==> config.mk <==
export PLATFORM = sky130hd
export DESIGN_NAME = hwag_sched
export DESIGN_NICKNAME = d
export VERILOG_FILES = /design/src/rtl/hwag_sched.sv
export SDC_FILE = /design/constraint.sdc
export NUM_CORES = 2
export LEC_CHECK = 0
export ABC_AREA = 1
export BUFFER_PORTS_ARGS = -buffer_cell sky130_fd_sc_hd__buf_2
export CORE_ASPECT_RATIO = 1.4
export CORE_MARGIN = 2
export CORE_UTILIZATION = 65
export DETAILED_ROUTE_END_ITERATION = 6
export PLACE_DENSITY_LB_ADDON = 0.05
export SYNTH_ARGS = -nofsm -noshare
export SYNTH_HDL_FRONTEND = slang
export SYNTH_SLANG_ARGS = --single-unit
==> constraint.sdc <==
create_clock -name clk -period 39 [get_ports clk]
set_input_delay 5.85 -clock clk [delete_from_list [all_inputs] [get_ports clk]]
set_output_delay 5.85 -clock clk [all_outputs]
set_load 0.005 [all_outputs]
==> src/rtl/hwag_sched.sv <==
`default_nettype none
// ============================================================================
// Module   : hwag_sched
// Purpose  : Angle-driven output scheduler. Each of CH_NUM channels asserts
//            its output when the crank angle crosses its on-angle and
//            deasserts it when the angle crosses its off-angle. Crossings
//            are detected over the arc travelled since the previous cycle,
//            so tooth re-sync jumps and the TOP->0 wrap are handled.
// Ports    : clk, rst         clock, asynchronous active-high reset
//            i_hwag_start     angle generator synchronized (acnt valid)
//            i_acnt           current angle, 0..ANGLE_TOP
//            i_wr_ena         one-cycle host write strobe
//            i_wr_ch          target channel of the write
//            i_wr_en/on/off   channel enable, on-angle, off-angle
//            o_ch_out         channel outputs (decoded from state register)
//            o_ch_pend        write accepted but not yet committed
//            o_ch_miss        sticky skipped-pulse flag (HWAG_SCHED_MISS_EN)
// Options  : define HWAG_SCHED_MISS_EN to add o_ch_miss.
// Revision : 1.0 - initial release
// ============================================================================
module hwag_sched #(
   parameter int CH_NUM      = 4,
   parameter int ANGLE_WIDTH = 24,
   parameter int ANGLE_TOP   = 3839
) (
   input  logic                      clk,
   input  logic                      rst,
   input  logic                      i_hwag_start,
   input  logic [ANGLE_WIDTH-1:0]    i_acnt,
   input  logic                      i_wr_ena,
   input  logic [$clog2(CH_NUM)-1:0] i_wr_ch,
   input  logic                      i_wr_en,
   input  logic [ANGLE_WIDTH-1:0]    i_wr_on,
   input  logic [ANGLE_WIDTH-1:0]    i_wr_off,
   output logic [CH_NUM-1:0]         o_ch_out,
   output logic [CH_NUM-1:0]         o_ch_pend
`ifdef HWAG_SCHED_MISS_EN
   ,
   output logic [CH_NUM-1:0]         o_ch_miss
`endif
);

   localparam int                   c_CW   = $clog2(CH_NUM);
   localparam logic [ANGLE_WIDTH:0] c_MOD  = (ANGLE_WIDTH+1)'(ANGLE_TOP + 1);
   localparam logic [ANGLE_WIDTH:0] c_HALF = (ANGLE_WIDTH+1)'((ANGLE_TOP + 1) / 2);
   localparam logic [ANGLE_WIDTH-1:0] c_TOP = ANGLE_WIDTH'(ANGLE_TOP);

   localparam logic [1:0] c_S_IDLE   = 2'd0;
   localparam logic [1:0] c_S_WAIT   = 2'd1;
   localparam logic [1:0] c_S_ACTIVE = 2'd2;

   // Forward distance from b to a around the revolution.
   function automatic logic [ANGLE_WIDTH:0] f_fwd(input logic [ANGLE_WIDTH-1:0] a,
                                                  input logic [ANGLE_WIDTH-1:0] b);
      if (a >= b) return {1'b0, a} - {1'b0, b};
      else        return {1'b0, a} + c_MOD - {1'b0, b};
   endfunction

   logic [ANGLE_WIDTH-1:0] r_prev_angle;
   logic                   r_prev_valid;
   logic [ANGLE_WIDTH:0]   w_step;
   logic                   w_eval;
   logic                   w_wr_ok;

   always_ff @(posedge clk or posedge rst) begin
      if (rst) begin
         r_prev_angle <= '0;
         r_prev_valid <= 1'b0;
      end else begin
         r_prev_angle <= i_acnt;
         r_prev_valid <= i_hwag_start;
      end
   end

   // A step larger than half a revolution is a backward jump: no crossings.
   assign w_step  = f_fwd(i_acnt, r_prev_angle);
   assign w_eval  = i_hwag_start && r_prev_valid && (w_step != '0) && (w_step <= c_HALF);
   assign w_wr_ok = i_wr_ena && (i_wr_on <= c_TOP) && (i_wr_off <= c_TOP);

   genvar gi;
   generate
      for (gi = 0; gi < CH_NUM; gi++) begin : g_ch
         localparam logic [c_CW-1:0] c_IDX = c_CW'(gi);

         logic [1:0]             r_state;
         logic [1:0]             w_xn;
         logic [1:0]             w_nxt;
         logic                   r_pend;
         logic                   r_cfg_en;
         logic                   r_sh_en;
         logic [ANGLE_WIDTH-1:0] r_cfg_on;
         logic [ANGLE_WIDTH-1:0] r_cfg_off;
         logic [ANGLE_WIDTH-1:0] r_sh_on;
         logic [ANGLE_WIDTH-1:0] r_sh_off;
         logic                   w_hit;
         logic                   w_has;
         logic                   w_commit;
         logic                   w_leave;
         logic                   w_sh_en;
         logic [ANGLE_WIDTH-1:0] w_sh_on;
         logic [ANGLE_WIDTH-1:0] w_sh_off;
         logic                   w_en_eff;
         logic [ANGLE_WIDTH-1:0] w_on_eff;
         logic [ANGLE_WIDTH-1:0] w_off_eff;
         logic [ANGLE_WIDTH:0]   w_d_on;
         logic [ANGLE_WIDTH:0]   w_d_off;
         logic                   w_x_on;
         logic                   w_x_off;
         logic                   w_act;

         // Incoming write bypasses the shadow so a commit can use it at once.
         assign w_hit    = w_wr_ok && (i_wr_ch == c_IDX);
         assign w_sh_en  = w_hit ? i_wr_en  : r_sh_en;
         assign w_sh_on  = w_hit ? i_wr_on  : r_sh_on;
         assign w_sh_off = w_hit ? i_wr_off : r_sh_off;
         assign w_has    = w_hit || r_pend;

         assign w_d_on  = f_fwd(r_cfg_on,  r_prev_angle);
         assign w_d_off = f_fwd(r_cfg_off, r_prev_angle);
         assign w_x_on  = w_eval && (w_d_on  != '0) && (w_d_on  <= w_step);
         assign w_x_off = w_eval && (w_d_off != '0) && (w_d_off <= w_step);

         // State register
         always_ff @(posedge clk or posedge rst) begin
            if (rst) r_state <= c_S_IDLE;
            else     r_state <= w_nxt;
         end

         // Next-state logic, including commit decision
         always_comb begin
            w_xn = c_S_IDLE;
            case (r_state)
               c_S_IDLE:   w_xn = c_S_WAIT;
               c_S_WAIT,
               c_S_ACTIVE: begin
                  // Both edges in one step: whichever lies further along wins.
                  if (w_x_on && w_x_off)  w_xn = (w_d_on > w_d_off) ? c_S_ACTIVE : c_S_WAIT;
                  else if (w_x_on)        w_xn = c_S_ACTIVE;
                  else if (w_x_off)       w_xn = c_S_WAIT;
                  else                    w_xn = r_state;
               end
               default:    w_xn = c_S_IDLE;
            endcase

            w_leave  = (r_state == c_S_ACTIVE) && (!i_hwag_start || (w_xn != c_S_ACTIVE));
            // A disable write commits even mid-pulse.
            w_commit = w_has && ((r_state != c_S_ACTIVE) || w_leave || (w_hit && !i_wr_en));

            w_en_eff  = w_commit ? w_sh_en  : r_cfg_en;
            w_on_eff  = w_commit ? w_sh_on  : r_cfg_on;
            w_off_eff = w_commit ? w_sh_off : r_cfg_off;

            if (!i_hwag_start || !w_en_eff || (w_on_eff == w_off_eff)) w_nxt = c_S_IDLE;
            else                                                       w_nxt = w_xn;
         end

         // Output decode
         always_comb begin
            w_act = (r_state == c_S_ACTIVE);
         end

         always_ff @(posedge clk or posedge rst) begin
            if (rst) begin
               r_pend    <= 1'b0;
               r_sh_en   <= 1'b0;
               r_sh_on   <= '0;
               r_sh_off  <= '0;
               r_cfg_en  <= 1'b0;
               r_cfg_on  <= '0;
               r_cfg_off <= '0;
            end else begin
               r_pend   <= w_has && !w_commit;
               r_sh_en  <= w_sh_en;
               r_sh_on  <= w_sh_on;
               r_sh_off <= w_sh_off;
               if (w_commit) begin
                  r_cfg_en  <= w_sh_en;
                  r_cfg_on  <= w_sh_on;
                  r_cfg_off <= w_sh_off;
               end
            end
         end

         assign o_ch_out[gi]  = w_act;
         assign o_ch_pend[gi] = r_pend;

`ifdef HWAG_SCHED_MISS_EN
         logic r_miss;
         logic w_miss;

         // Pulse skipped: waiting, and on then off both passed in one step.
         assign w_miss = (r_state == c_S_WAIT) && w_x_on && w_x_off && (w_d_off > w_d_on);

         always_ff @(posedge clk or posedge rst) begin
            if (rst) begin
               r_miss <= 1'b0;
            end else begin
               if (w_commit) r_miss <= 1'b0;
               if (w_miss)   r_miss <= 1'b1;
            end
         end

         assign o_ch_miss[gi] = r_miss;
`endif
      end
   endgenerate

endmodule
`default_nettype wire

Word level (Yosys, flattened, before mapping)
Cells that the tools add are included.

Output and inout port bits: 8. Register bits after elaboration: 429. Input port bits: 79. Word-level logic and storage cells: 262.

Reduce and logical (&&, ||, !) cells: 97. Order comparisons: 24. Add/subtract/negate cells: 27. Eq/ne operators: 23. Muxes and demuxes: 57.

Operators by type and width (count): 24-bit two-way mux (16); 24-bit by 12-bit adder with 25-bit output (second input constant) (9); 25-bit two-way mux (9); 25-bit nonzero test (9); 24-bit by 24-bit subtractor with 25-bit output (9); 25-bit by 24-bit subtractor with 25-bit output (9); 24-bit greater-or-equal comparator (9); 25-bit <= comparator (8); 25-bit greater-than comparator (4); 24-bit == test (4); 24-bit by 12-bit <= comparator with 1-bit output (second input constant) (2); 1-bit logical AND (45); 2-bit two-way mux (20); 25-bit by 11-bit <= comparator with 1-bit output (second input constant) (1); 1-bit logical OR (24); 2-bit != test (second input constant) (8); 2-bit one-hot mux with 2 select lines (4); 2-bit == test (second input constant) (6); 2-bit by 1-bit == test with 1-bit output (second input constant) (5); 1-bit zero test (10); 2-bit zero test (5); 1-bit two-way mux (8); 2-bit OR reduction (4).

Depth between registers and ports, before layout
Depth in word-level cells: 23. Depth in mapped cells: 48. Mapped depth without buffers: 47.

Least setup slack after synthesis
No wires, ideal clock.

Path kind: input-to-reg. Start: input port i_acnt[0]. End: register g_ch[2].r_state[0]. Path buffers: 2. Data arrival time: 10261 ps. Path slack: 28615 ps. Required time: 38876 ps. Library setup time: 124 ps. Stages: 42. Cell sequence: inv_1 > ha_1 > inv_1 > ha_1 > fa_1 > nand2_1 > nand2_1 > nand3_1 > nand2_1 > nand3_1 > nand2_1 > nand2_1 > nand3_1 > nand3_1 > nand2_1 > buf_4 > ha_1 > nand2_1 > (+6 left out) > nand3b_1 > nand2_1 > nand3_1 > nor2_1 > nand2_4 > nand2_4 > buf_6 > nand2_1 > nand2_1 > inv_2 > nand2_1 > nand2_1 > nor2_1 > nand2_1 > nor2_1 > nand3_1 > nand2_1 > nor2_1.

Elaborated cells between the ends (all ways): 34. Classes of those cells: add/sub (3); order compare (4); eq/ne (2); mux (9); reduce/logical (16).

RTL lines: start, declared (RTL line 29) `input logic [ANGLE_WIDTH-1:0] i_acnt,`; 24-bit by 12-bit adder with 25-bit output (RTL line 56) `else return {1'b0, a} + c_MOD - {1'b0, b};`; 25-bit by 24-bit subtractor with 25-bit output (RTL line 56); 25-bit two-way mux * (RTL line 55) `if (a >= b) return {1'b0, a} - {1'b0, b};`; branches (longest 7 deep; another with 25-bit by 11-bit <= comparator with 1-bit output); 2-bit two-way mux * (RTL line 137) `if (w_x_on && w_x_off) w_xn = (w_d_on > w_d_off) ? c_S_ACTIVE : c_S_WAIT;`; 2-bit one-hot mux with 2 select lines * (RTL line 132) `case (r_state)`; 2-bit != test * (RTL line 145) `w_leave = (r_state == c_S_ACTIVE) && (!i_hwag_start || (w_xn != c_S_ACTIVE));`; 1-bit logical OR * (RTL line 145); 1-bit logical AND * (RTL line 145); 1-bit logical OR * (2 in series) (RTL line 147) `w_commit = w_has && ((r_state != c_S_ACTIVE) || w_leave || (w_hit && !i_wr_en));`; 1-bit logical AND * (RTL line 147); 24-bit two-way mux *; net g_ch[2].w_on_eff[8] (RTL line 103) `logic [ANGLE_WIDTH-1:0] w_on_eff;`; 24-bit == test * (RTL line 153) `if (!i_hwag_start || !w_en_eff || (w_on_eff == w_off_eff)) w_nxt = c_S_IDLE;`; 1-bit logical OR * (RTL line 153); 2-bit two-way mux * (RTL line 153); net g_ch[2].w_nxt[0] (RTL line 87) `logic [1:0] w_nxt;`; end signal, assigned (RTL line 125) `if (rst) r_state <= c_S_IDLE;`; end signal, assigned (RTL line 126) `else r_state <= w_nxt;`; end, declared (RTL line 85) `logic [1:0] r_state;`.

Mark *: on every way through the listed nets, which the timed path passes.

Worst setup path after layout
Start: input port i_acnt[0]. End: register g_ch[2].r_state[0].

Cells in the longest elaborated chain, start to end: 23. Elaborated cells between the ends (all ways): 34. Classes of those cells: add/sub (3); order compare (4); eq/ne (2); mux (9); reduce/logical (16).

RTL lines (RTL line): 24-bit by 12-bit adder with 25-bit output (56); 25-bit by 24-bit subtractor with 25-bit output (56); 25-bit two-way mux * (55); branches (longest 7 deep; another with 25-bit by 11-bit <= comparator with 1-bit output); 2-bit two-way mux * (137); 2-bit one-hot mux with 2 select lines * (132); branches (longest 10 deep; another with 24-bit two-way mux); 2-bit two-way mux * (153); net g_ch[2].w_nxt[0] (87).

Marks and branches as above.

==> results.md <==
* Register Area at 0.0107 sq mm
* Async SR Flop Fraction at 1.00
* Post-DRT Antenna Nets at 0
* Period utilisation layout at 0.337
* RSZ-0062 raised after global routing: false
* Die ar. at 0.0973 sq mm
* Setup TNS Final at 0 ns
* YS warnings at 0
* Setup crit end kind: flop
* Register area share after synthesis at 0.174
* CP peak stage delay at 0.70 ns
* DP HPWL at 191000 um
* Filler instances at 8668
* Core area at 0.0939 sq mm
* Worst-Margin Slew at ~1.5 ns
* Seq cells post-synth at roughly 430
* Post-Syn Nets at approximately 11000
* # setup viols final at 0
* Fin. Hold Viols at 0
* Final Util at 0.690
* WL/cell at 21.9 um
* Clock latency on the worst-skew pair at 0.67 ns
* Slew Limit Fails at 2
* Most used cell, CP: nand2_1
* Detailed Route Iter0 Violations at 8327
* Ys flop type: dfrtp_1
* Routed via count at 69109
* Drt pass-1 iters at 7
* Root Buffer: clkbuf_16
* Vias in the first global route at 65490
* Share of layout cells above drive strength 1 at 0.0342
* WP data required at 39.53 ns
* I/O Pins at 87
* TritonCTS clock tree: done
* Grt ovf at 0
* TritonCTS Sinks at 429
* Cell count after synthesis at 9983
* CP max FO at slightly above 80
* CTS HTree Levels at 2
* Failing checks: DRC, capacitance limit, slew limit
* CTS Hold Bufs at 0
* Reg power frac at 0.283
* Largest net degree at the start of global routing at 83
* Peak VDD IR at 0.0000324 V
* Clock group share of total power at 0.307
* Net switching power at 0.674 mW
* Antenna violations before repair at 20
* Global-route wire length before repair at 369000 um
* Cell Rows at around 130
* Pwr Density at 24.4 mW/mm^2
* Area of the mapped netlist at a little over 0.06 sq mm
* Max Clock Skew at approximately 0.046 ns
* CP delay by family, top: simple AND/OR/NAND/NOR gates
* Total power at 1.58 mW
* Max Fclk at 0.0760 GHz
* Multi-input gate area at 0.0439 sq mm
* Combinational share of power at 0.409
* Sw Share at 0.427
* Minimum clock period after layout at 13.16 ns
* Synthesis-to-layout area growth at 5.11%
* DRC at 13
* Hold WS at 0.467 ns
* Vias/cell at 6.13
* Outcome: complete, but fails checks
* Worst Setup Start Kind: input pin
* Global Route Usage Sum at 0.496
* MaxCap Viol Count at 1
* Num CTS Buffers at 46
* Inst Count DP at 11188
* CP Class: in -> reg
* Slowest cell on the critical path: nand2_4
* Post-synthesis area per instance at 6.17 sq um
* Worst slew margin at -0.0116
* Clock transition at path regs at around 0.070 ns
* Worst hold path type: reg -> reg
* IO Port Bufs at 86
* Post-synth cell types at 61
* Clock buffer depth at 3
* Internal at approximately 0.9 mW
* EDFF count, synth at 0
* Leak Pwr at 37.3 nW
* Die height at 368 um
* Post-CTS setup buffer count at 0
* Arr. time, crit path at 13.68 ns
* Die width at 264 um
* CP bufs+invs at 5
* Gpl congestion at 1.12
* Layout net count at 11022
* Resize count post-CTS at 0
* Post-Route WL at roughly 250000 um
* Finished Layout Cells at 11276
* Initial core utilization at 0.656
[cell usage after synthesis (all sizes together), types with 8 or more instances]
cell / number / area (sq um)
nor2: 847 / 3230
nand3: 895 / 4530
nand2: 3422 / 12900
fa: 179 / 3580
or2: 12 / 75.1
a21oi: 431 / 2190
o211ai: 14 / 105
and2: 8 / 50.1
nor3: 100 / 521
nor4: 28 / 175
o21bai: 32 / 251
nand3b: 72 / 541
nand4: 215 / 1370
o21ai: 452 / 2280
xor2: 100 / 876
ha: 743 / 9300
buf: 116 / 790
dfrtp: 429 / 10700
a21o: 36 / 270
a21boi: 13 / 97.6
clkbuf: 53 / 200
inv: 1600 / 6010
a211oi: 38 / 285
o21a: 22 / 165
a31oi: 13 / 81.3
xnor2: 81 / 709
[flip-flops by register name, indices dropped and copies added, names as in the netlist]
register / flops
g_ch.r_cfg_en: 4
g_ch.r_cfg_off: 96
g_ch.r_cfg_on: 96
g_ch.r_pend: 4
g_ch.r_sh_en: 4
g_ch.r_sh_off: 96
g_ch.r_sh_on: 96
g_ch.r_state: 8
r_prev_angle: 24
r_prev_valid: 1
[cell type report]
class                           instances  share of cell area
Multi-Input combinational cell       7784               0.678
Antenna cell                            7            0.000271
Clock buffer                           63              0.0199
Timing Repair Buffer                  159              0.0151
Clock inverter                         18             0.00485
Sequential cell                       429               0.166
Tap cell                             1215              0.0235
Inverter                             1601              0.0930
[worst min-delay path, delay by kind of cell (launching register included)]
kind                   cells  cell delay, ns
buffers and inverters      1            0.05
DFF                        1            0.32
and+or+nand+nor            1            0.06
[worst paths after layout]
kind                                        endpoint                start  depth (start not counted)  slack (ns)
worst max-delay path              g_ch[2].r_state[0]            i_acnt[0]                         42       25.84
worst max register to register    g_ch[2].r_state[0]     r_prev_angle[14]                         39       29.58
worst min register to register   g_ch[3].r_sh_on[14]  g_ch[3].r_sh_on[14]                          2        0.47
min in group asynchronous       g_ch[0].r_sh_off[18]                  rst                          2        5.27
worst min-delay path             g_ch[3].r_sh_on[14]  g_ch[3].r_sh_on[14]                          2        0.47
max in group asynchronous         g_ch[3].r_sh_on[5]                  rst                          5       30.46
[layer usage]
| layer | up-vias | wire, um | GRT usage |
|---|---|---|---|
| met5 | - | 146 | 0 |
| li1 | 31854 | - | - |
| met2 | 4237 | 104000 | 0.755 |
| met1 | 31606 | 84600 | 0.549 |
| met4 | 20 | 28000 | 0.461 |
| met3 | 1392 | 30200 | 0.156 |
[cell families (layout without fill, tap and decap cells)]
kind of cell,Yosys count,count (layout),share of synthesized area
other,0,7,0
XOR/XNOR,181,181,0.0257
adder cells (fa/ha/maj),922,922,0.209
buffers and inverters,1770,1841,0.114
AO/OA/AOI/OAI,1064,1064,0.0948
AND/OR/NAND/NOR,5617,5617,0.382
flip-flops,429,429,0.174
[power groups by stage]
stage | Clock (mW) | Sequential [mW] | Combinational [mW]
floorplan | 0 | 0.457 | 0.397
global placement | 0 | 0.455 | 0.591
detailed placement | 0 | 0.455 | 0.606
CTS | 0.484 | 0.447 | 0.610
global route | 0.500 | 0.447 | 0.693
finish | 0.485 | 0.447 | 0.646
[through the flow]
step,cell area (sq um),setup WS (ns)
floorplan,61600,21.20
global placement,63100,25.73
detailed placement,63100,25.59
CTS,64700,26.24
global route,64700,25.49
finish,64700,25.84
[layout by cell type (no fill, tap or decap), types with 6 or more instances in the layout]
cell / n
o211ai_1: 14
fa_1: 179
a21boi_0: 9
buf_4: 73
o21bai_1: 31
nor3_1: 96
clkbuf_8: 7
clkbuf_16: 46
nor4_1: 28
xor2_1: 100
o21ai_2: 6
nor2_2: 11
and2_1: 8
o21ai_1: 20
a21o_1: 36
nand4_1: 212
nand3_1: 887
inv_2: 26
buf_2: 86
nand2_1: 3391
inv_1: 1571
dfrtp_1: 427
nand3_2: 7
nor2_1: 833
nand3b_1: 72
nand2_2: 27
a21oi_1: 425
a211oi_1: 38
and3_1: 6
o21ai_0: 426
xnor2_1: 81
diode_2: 7
bufinv_16: 6
clkbuf_1: 10
or2_2: 12
o21a_1: 22
ha_1: 743
a31oi_1: 13
No activity file was read; power rests on OpenSTA's default activity.
